## config.mk

```make
export PLATFORM = sky130hd
export DESIGN_NAME = twowire_host_serial_comms
export DESIGN_NICKNAME = d
export VERILOG_FILES = /design/src/rtl/twowire_host_serial_comms.sv
export SDC_FILE = /design/constraint.sdc
export NUM_CORES = 1
export LEC_CHECK = 0
export ABC_CLOCK_PERIOD_IN_PS = 6300
export BUFFER_PORTS_ARGS = -buffer_cell sky130_fd_sc_hd__buf_2
export CAP_MARGIN = 0
export CORE_MARGIN = 1.5
export CORE_UTILIZATION = 25
export DETAILED_ROUTE_END_ITERATION = 7
export HOLD_SLACK_MARGIN = 0.02
export PLACE_DENSITY = 0.48
export SYNTH_ARGS = -nofsm -noshare
export SYNTH_HDL_FRONTEND = slang
export SYNTH_SLANG_ARGS = --single-unit
```

## constraint.sdc

```tcl
create_clock -name dck -period 6.3 [get_ports dck]
set_input_delay 0.315 -clock dck [delete_from_list [all_inputs] [get_ports dck]]
set_output_delay 0.315 -clock dck [all_outputs]
set_load 0.005 [all_outputs]
```

## src/rtl/twowire_host_serial_comms.sv

```systemverilog
// Host-side serial engine for Two-Wire Debug.
// Takes one command request at a time, serialises it onto DIO as
// start / cmd / cmd parity / turnaround / data / data parity / tail, and
// returns captured read data with a parity-error flag.
// DI arrives already registered by the pad; DO/DOE are produced one cycle
// ahead (do_nxt/doe_nxt) so the pad can register them.
//
// Request handshake: a request transfers on a rising dck edge where both
// req_vld and req_rdy are high. req_rdy is high only while the engine is idle
// and out of reset. The requester must hold req_cmd/req_len/req_wdata stable
// while req_vld is high and not yet accepted. The req_* inputs are ignored
// at all other times. resp_vld is a single-cycle pulse with no back-pressure.
module twowire_host_serial_comms #(
  parameter int W_CMD  = 4,
  parameter int W_DATA = 32,
  parameter int W_LEN  = 5
) (
  input  logic              dck,
  input  logic              drst_n,
  input  logic              req_vld,
  output logic              req_rdy,
  input  logic [W_CMD-1:0]  req_cmd,
  input  logic [W_LEN-1:0]  req_len,
  input  logic [W_DATA-1:0] req_wdata,
  output logic              resp_vld,
  output logic [W_DATA-1:0] resp_rdata,
  output logic              resp_perr,
  input  logic              di_q,
  output logic              do_nxt,
  output logic              doe_nxt
);

  typedef enum logic [2:0] {
    S_IDLE = 3'd0,
    S_HDR  = 3'd1,
    S_TURN = 3'd2,
    S_DATA = 3'd3,
    S_DPAR = 3'd4,
    S_TAIL = 3'd5
  } state_t;

  // Last in-state count for the fixed-length states.
  localparam logic [W_LEN:0] HDR_LAST  = (W_LEN+1)'(5);
  localparam logic [W_LEN:0] TURN_LAST = (W_LEN+1)'(1);
  localparam logic [W_LEN:0] TAIL_LAST = (W_LEN+1)'(1);
  // Largest payload index, used to build the length mask.
  localparam logic [W_LEN:0] DMAX      = (W_LEN+1)'(W_DATA-1);

  state_t              state, state_nxt;
  logic [W_LEN:0]      cnt, cnt_nxt;

  logic [W_CMD-1:0]    cmd_q;
  logic [W_LEN-1:0]    len_q;
  logic [W_DATA-1:0]   wdata_q;
  logic                is_write;
  logic [W_DATA-1:0]   rdata_q;

  // Read capture pipeline: di_q lags do_nxt slots by two cycles, so the
  // S_DATA slot index is delayed two stages before it selects the bit.
  logic                rx_v1, rx_v2;
  logic [W_LEN-1:0]    rx_i1, rx_i2;

  logic                accept;
  logic                do_bit, doe_bit;
  logic [W_LEN:0]      mask_shift;
  logic [W_DATA-1:0]   len_mask;
  logic                frame_end;

  assign req_rdy    = drst_n && (state == S_IDLE);
  assign accept     = req_vld && req_rdy;
  // Keep only bits [L-1:0] of the write payload so parity covers just L bits.
  assign mask_shift = DMAX - {1'b0, req_len};
  assign len_mask   = {W_DATA{1'b1}} >> mask_shift;
  // Last tail slot: the read parity bit from the target is on di_q now.
  assign frame_end  = (state == S_TAIL) && (cnt == TAIL_LAST);

  // Pad outputs are forced low/released while reset is asserted.
  assign do_nxt  = drst_n ? do_bit  : 1'b0;
  assign doe_nxt = drst_n ? doe_bit : 1'b0;

  // Next-state, in-state counter and next-cycle DIO drive.
  always_comb begin
    state_nxt = state;
    cnt_nxt   = cnt + 1'b1;
    do_bit    = 1'b0;
    doe_bit   = 1'b1;
    case (state)
      S_IDLE: begin
        cnt_nxt = '0;
        if (accept) state_nxt = S_HDR;
      end
      S_HDR: begin
        case (cnt[2:0])
          3'd0:    do_bit = 1'b1;
          3'd1:    do_bit = cmd_q[3];
          3'd2:    do_bit = cmd_q[2];
          3'd3:    do_bit = cmd_q[1];
          3'd4:    do_bit = cmd_q[0];
          default: do_bit = ~^cmd_q;
        endcase
        if (cnt == HDR_LAST) begin
          state_nxt = S_TURN;
          cnt_nxt   = '0;
        end
      end
      S_TURN: begin
        doe_bit = is_write;
        if (cnt == TURN_LAST) begin
          state_nxt = S_DATA;
          cnt_nxt   = '0;
        end
      end
      S_DATA: begin
        doe_bit = is_write;
        do_bit  = is_write & wdata_q[cnt[W_LEN-1:0]];
        if (cnt == {1'b0, len_q}) begin
          state_nxt = S_DPAR;
          cnt_nxt   = '0;
        end
      end
      S_DPAR: begin
        doe_bit   = is_write;
        do_bit    = is_write & ~(^wdata_q);
        state_nxt = S_TAIL;
        cnt_nxt   = '0;
      end
      S_TAIL: begin
        doe_bit = is_write;
        if (cnt == TAIL_LAST) begin
          state_nxt = S_IDLE;
          cnt_nxt   = '0;
        end
      end
      default: begin
        state_nxt = S_IDLE;
        cnt_nxt   = '0;
      end
    endcase
  end

  // State register, request latch, read capture and response registers.
  always_ff @(posedge dck) begin
    if (!drst_n) begin
      state      <= S_IDLE;
      cnt        <= '0;
      cmd_q      <= '0;
      len_q      <= '0;
      wdata_q    <= '0;
      is_write   <= 1'b0;
      rdata_q    <= '0;
      rx_v1      <= 1'b0;
      rx_v2      <= 1'b0;
      rx_i1      <= '0;
      rx_i2      <= '0;
      resp_vld   <= 1'b0;
      resp_rdata <= '0;
      resp_perr  <= 1'b0;
    end else begin
      state <= state_nxt;
      cnt   <= cnt_nxt;

      if (accept) begin
        cmd_q    <= req_cmd;
        len_q    <= req_len;
        wdata_q  <= req_wdata & len_mask;
        is_write <= ~^req_cmd;
        rdata_q  <= '0;
      end

      rx_v1 <= (state == S_DATA) && !is_write;
      rx_i1 <= cnt[W_LEN-1:0];
      rx_v2 <= rx_v1;
      rx_i2 <= rx_i1;
      if (rx_v2) rdata_q[rx_i2] <= di_q;

      resp_vld <= frame_end;
      if (frame_end) begin
        resp_rdata <= is_write ? '0 : rdata_q;
        resp_perr  <= !is_write && (di_q != ~(^rdata_q));
      end
    end
  end

endmodule

```

==> flow_summary.toml <==
[floorplanning]
die_area_sq_um = 25640
die_x_um = 160.1
dieHeight_um = 160.1
ios = 82
start_util_pct = 25.45
core_area_sq_um = 24250
fp-row-count = 57

[sta]
setup_viol = 0
rsz0062_at_grt = "no"
fin_crit_sh_pct = 49.37
hold_viol_final = 0
max_freq_mhz = 321.5
worst_pin_slew_ns = 1.143
skew_ns = 0.008570
hold_slack_ns = 0.09656
slew_headroom_pct = 23.55
fin_crit_ns = 3.110
worst_slack_ns = 3.190
drv_slew = 0
fin_setup_tns_ns = 0

[power]
ir_worst_vdd_mv = 0.1411
p_per_area_nw_per_um2 = 271.6
power.leakage_nw = 2.711

[global_route]
grt_overflow = 0
top_usage_layer = "met2"
met1_usage_pct = 17.26
grt_start_max_net_pins = 70
antenna_found_initial = 0
grt_util_all_layers_pct = 12.71
use_met3_pct = 3.117
grt_pass1_wl_mm = 26.16
grt_pass1_vias = 4894
use_met2_pct = 20.08

[run]
maxCapViolations = 0

[layout]
final_common_cell = "dfxtp_1"
layout-drive-gt1-share_pct = 17.33
final_cell_mix = "129 x dfxtp_1, 112 x nor2_1, 93 x a21oi_1, 81 x buf_2, 58 x xnor2_1"
seq_area_sq_um = 2582
multi_input_area_sq_um = 3302
syn2layout_area_growth_pct = 19.24
antenna_cells = 0
stdcell_area_sq_um = 7358
nNetsFinal = 816
nFillCells = 2615

[worst_hold_path]
hold_path_class = "input pin to register"

[setup_path]
cp.required_ns = 5.98
slowest_stage = "dfxtp_1"
start_kind = "register"
crit_top_cell = "mux4_2"
path_buf_inv = 2
max_stage_delay_ns = 0.79
path_class = "register to output pin"
crit_family = "multiplexers"
cp.arrival_ns = 2.80
cp_max_fo = 14
crit_path_cell_trace = "mux4_2 > mux4_2 > inv_1 > a21oi_1 > nand4_1 > a31oi_1 > buf_2"
worstSetupEndpointType = "output pin"

[yosys]
synth.top_cells.by_area = "dfxtp_1 42%, xnor2_1 8.2%, a21oi_1 7.5%"
synthArstFlopShare_pct = 0
ys_warn_count = 0
synth_edf_count = 0
syn_area_sq_um = 6171
yosys.area.top_type = "dfxtp_1"
synth_cells = 726
ys.flop_type = "dfxtp_1"
yosys.area.top_type_share_pct = 41.85
synth_seq_cells = 129
ys_types = 51
syn_nets = 776
yosysSeqAreaShare_pct = 41.85
syn_area_per_cell_sq_um = 8.500

[clock_tree]
htreeDepth = 4
cts_sinks = 129
cts.repair.resized = 0
root_buffer = "clkbuf_16"
clk_latency_ns = 0.41
post_cts.repair.setup_buffers = 0
clock_path_buffers = 2
cts-buffers-inserted = 17
cts_tree = "built"
ctsHoldBuffers = 0
clkTransAtPathRegs_ns = 0.06

[detailed_routing]
via_count = 5175
viasPerCell = 4.692
drt_pre_antenna_iters = 7
final_antenna_net_count = 0
post-route-drc-count = 0
wl_per_cell_um = 14.53
first_iter_violations = 289
wl_mm = 16.02

[placed_design]
place.detailed.hpwl_mm = 10.50
post-place-ws_ns = 3.171
place.gp.congestion = 0.7455
post_dp_cell_area_sq_um = 6764
numPortBuffers = 81

[status]
status = "finished clean"
[final timing paths]
path / cells after the start / startpoint / slack, ns / end
min reg2reg: 1 / rx_i1[2] / 0.43 / rx_i2[2]
max: 7 / cnt[0] / 3.19 / do_nxt
max reg2reg: 6 / cnt[0] / 3.19 / resp_perr
min: 3 / req_wdata[0] / 0.1 / wdata_q[0]
[stage by stage]
step	utilization, %	total power, mW	cells
global placement	27.89	1.023	1071
detailed placement	27.89	1.023	1071
finish	30.35	1.998	1103
global route	30.35	2.082	1103
CTS	30.35	2.024	1103
floorplan	-	0.9728	726
[state kept, by name, indices dropped and copies added (netlist names)]
register    flops
wdata_q        32
resp_perr       1
rx_v1           1
is_write        1
state           3
rdata_q        32
cmd_q           4
rx_v2           1
resp_vld        1
len_q           5
rx_i2           5
resp_rdata     32
cnt             6
rx_i1           5
[synth_stat cells (all sizes together), types with 3 or more instances]
library cell / n
nand2: 47
a22oi: 6
mux4: 8
xnor2: 58
a32oi: 38
or2: 3
and2: 11
and3: 5
o311ai: 4
nor3b: 36
inv: 7
dfxtp: 129
o211ai: 3
nand2b: 4
nand3: 19
o21ai: 10
nor2: 112
nor3: 10
ha: 5
buf: 9
clkbuf: 56
xor2: 16
a21oi: 93
nand4: 4
[layer usage]
metal	vias to the layer above	share of wire, %
met4	0	0.62
met3	7	4.3
met5	-	0
met1	2430	49
met2	106	46
li1	2632	-
[power by group]
group	switching, mW	leakage [nW]	internal, mW
sequential	0.0141	1.04	0.829
clock	0.396	0.281	0.599
combinational	0.0972	1.39	0.0631
[area by class of cell]
type                    instances  share of cell area, %
clock inverters                14                  2.108
well taps                     324                  5.509
flip-flops and latches        129                  35.10
multi-input cells             524                  44.87
repair buffers                 86                  6.019
inverters                       8                 0.4251
clock buffers                  18                  5.968
[worst min-delay path: cells and delay by family]
family	cells	cell delay [ns]
buffers and inverters	1	0.08
AND/OR/NAND/NOR	2	0.08
[logic make-up (layout without fill, tap and decap cells)]
logic type               after synthesis  in the layout  synth area share, %
XOR/XNOR                              75             75                10.87
AND/OR/NAND/NOR                      264            264                20.78
buffers and inverters                 73            126                4.765
flip-flops                           129            129                41.85
adder cells (fa/ha/maj)                5              5                1.014
AO/OA/AOI/OAI                        170            170                17.48
multiplexers                          10             10                3.244
(Power assumes the default switching activity.)
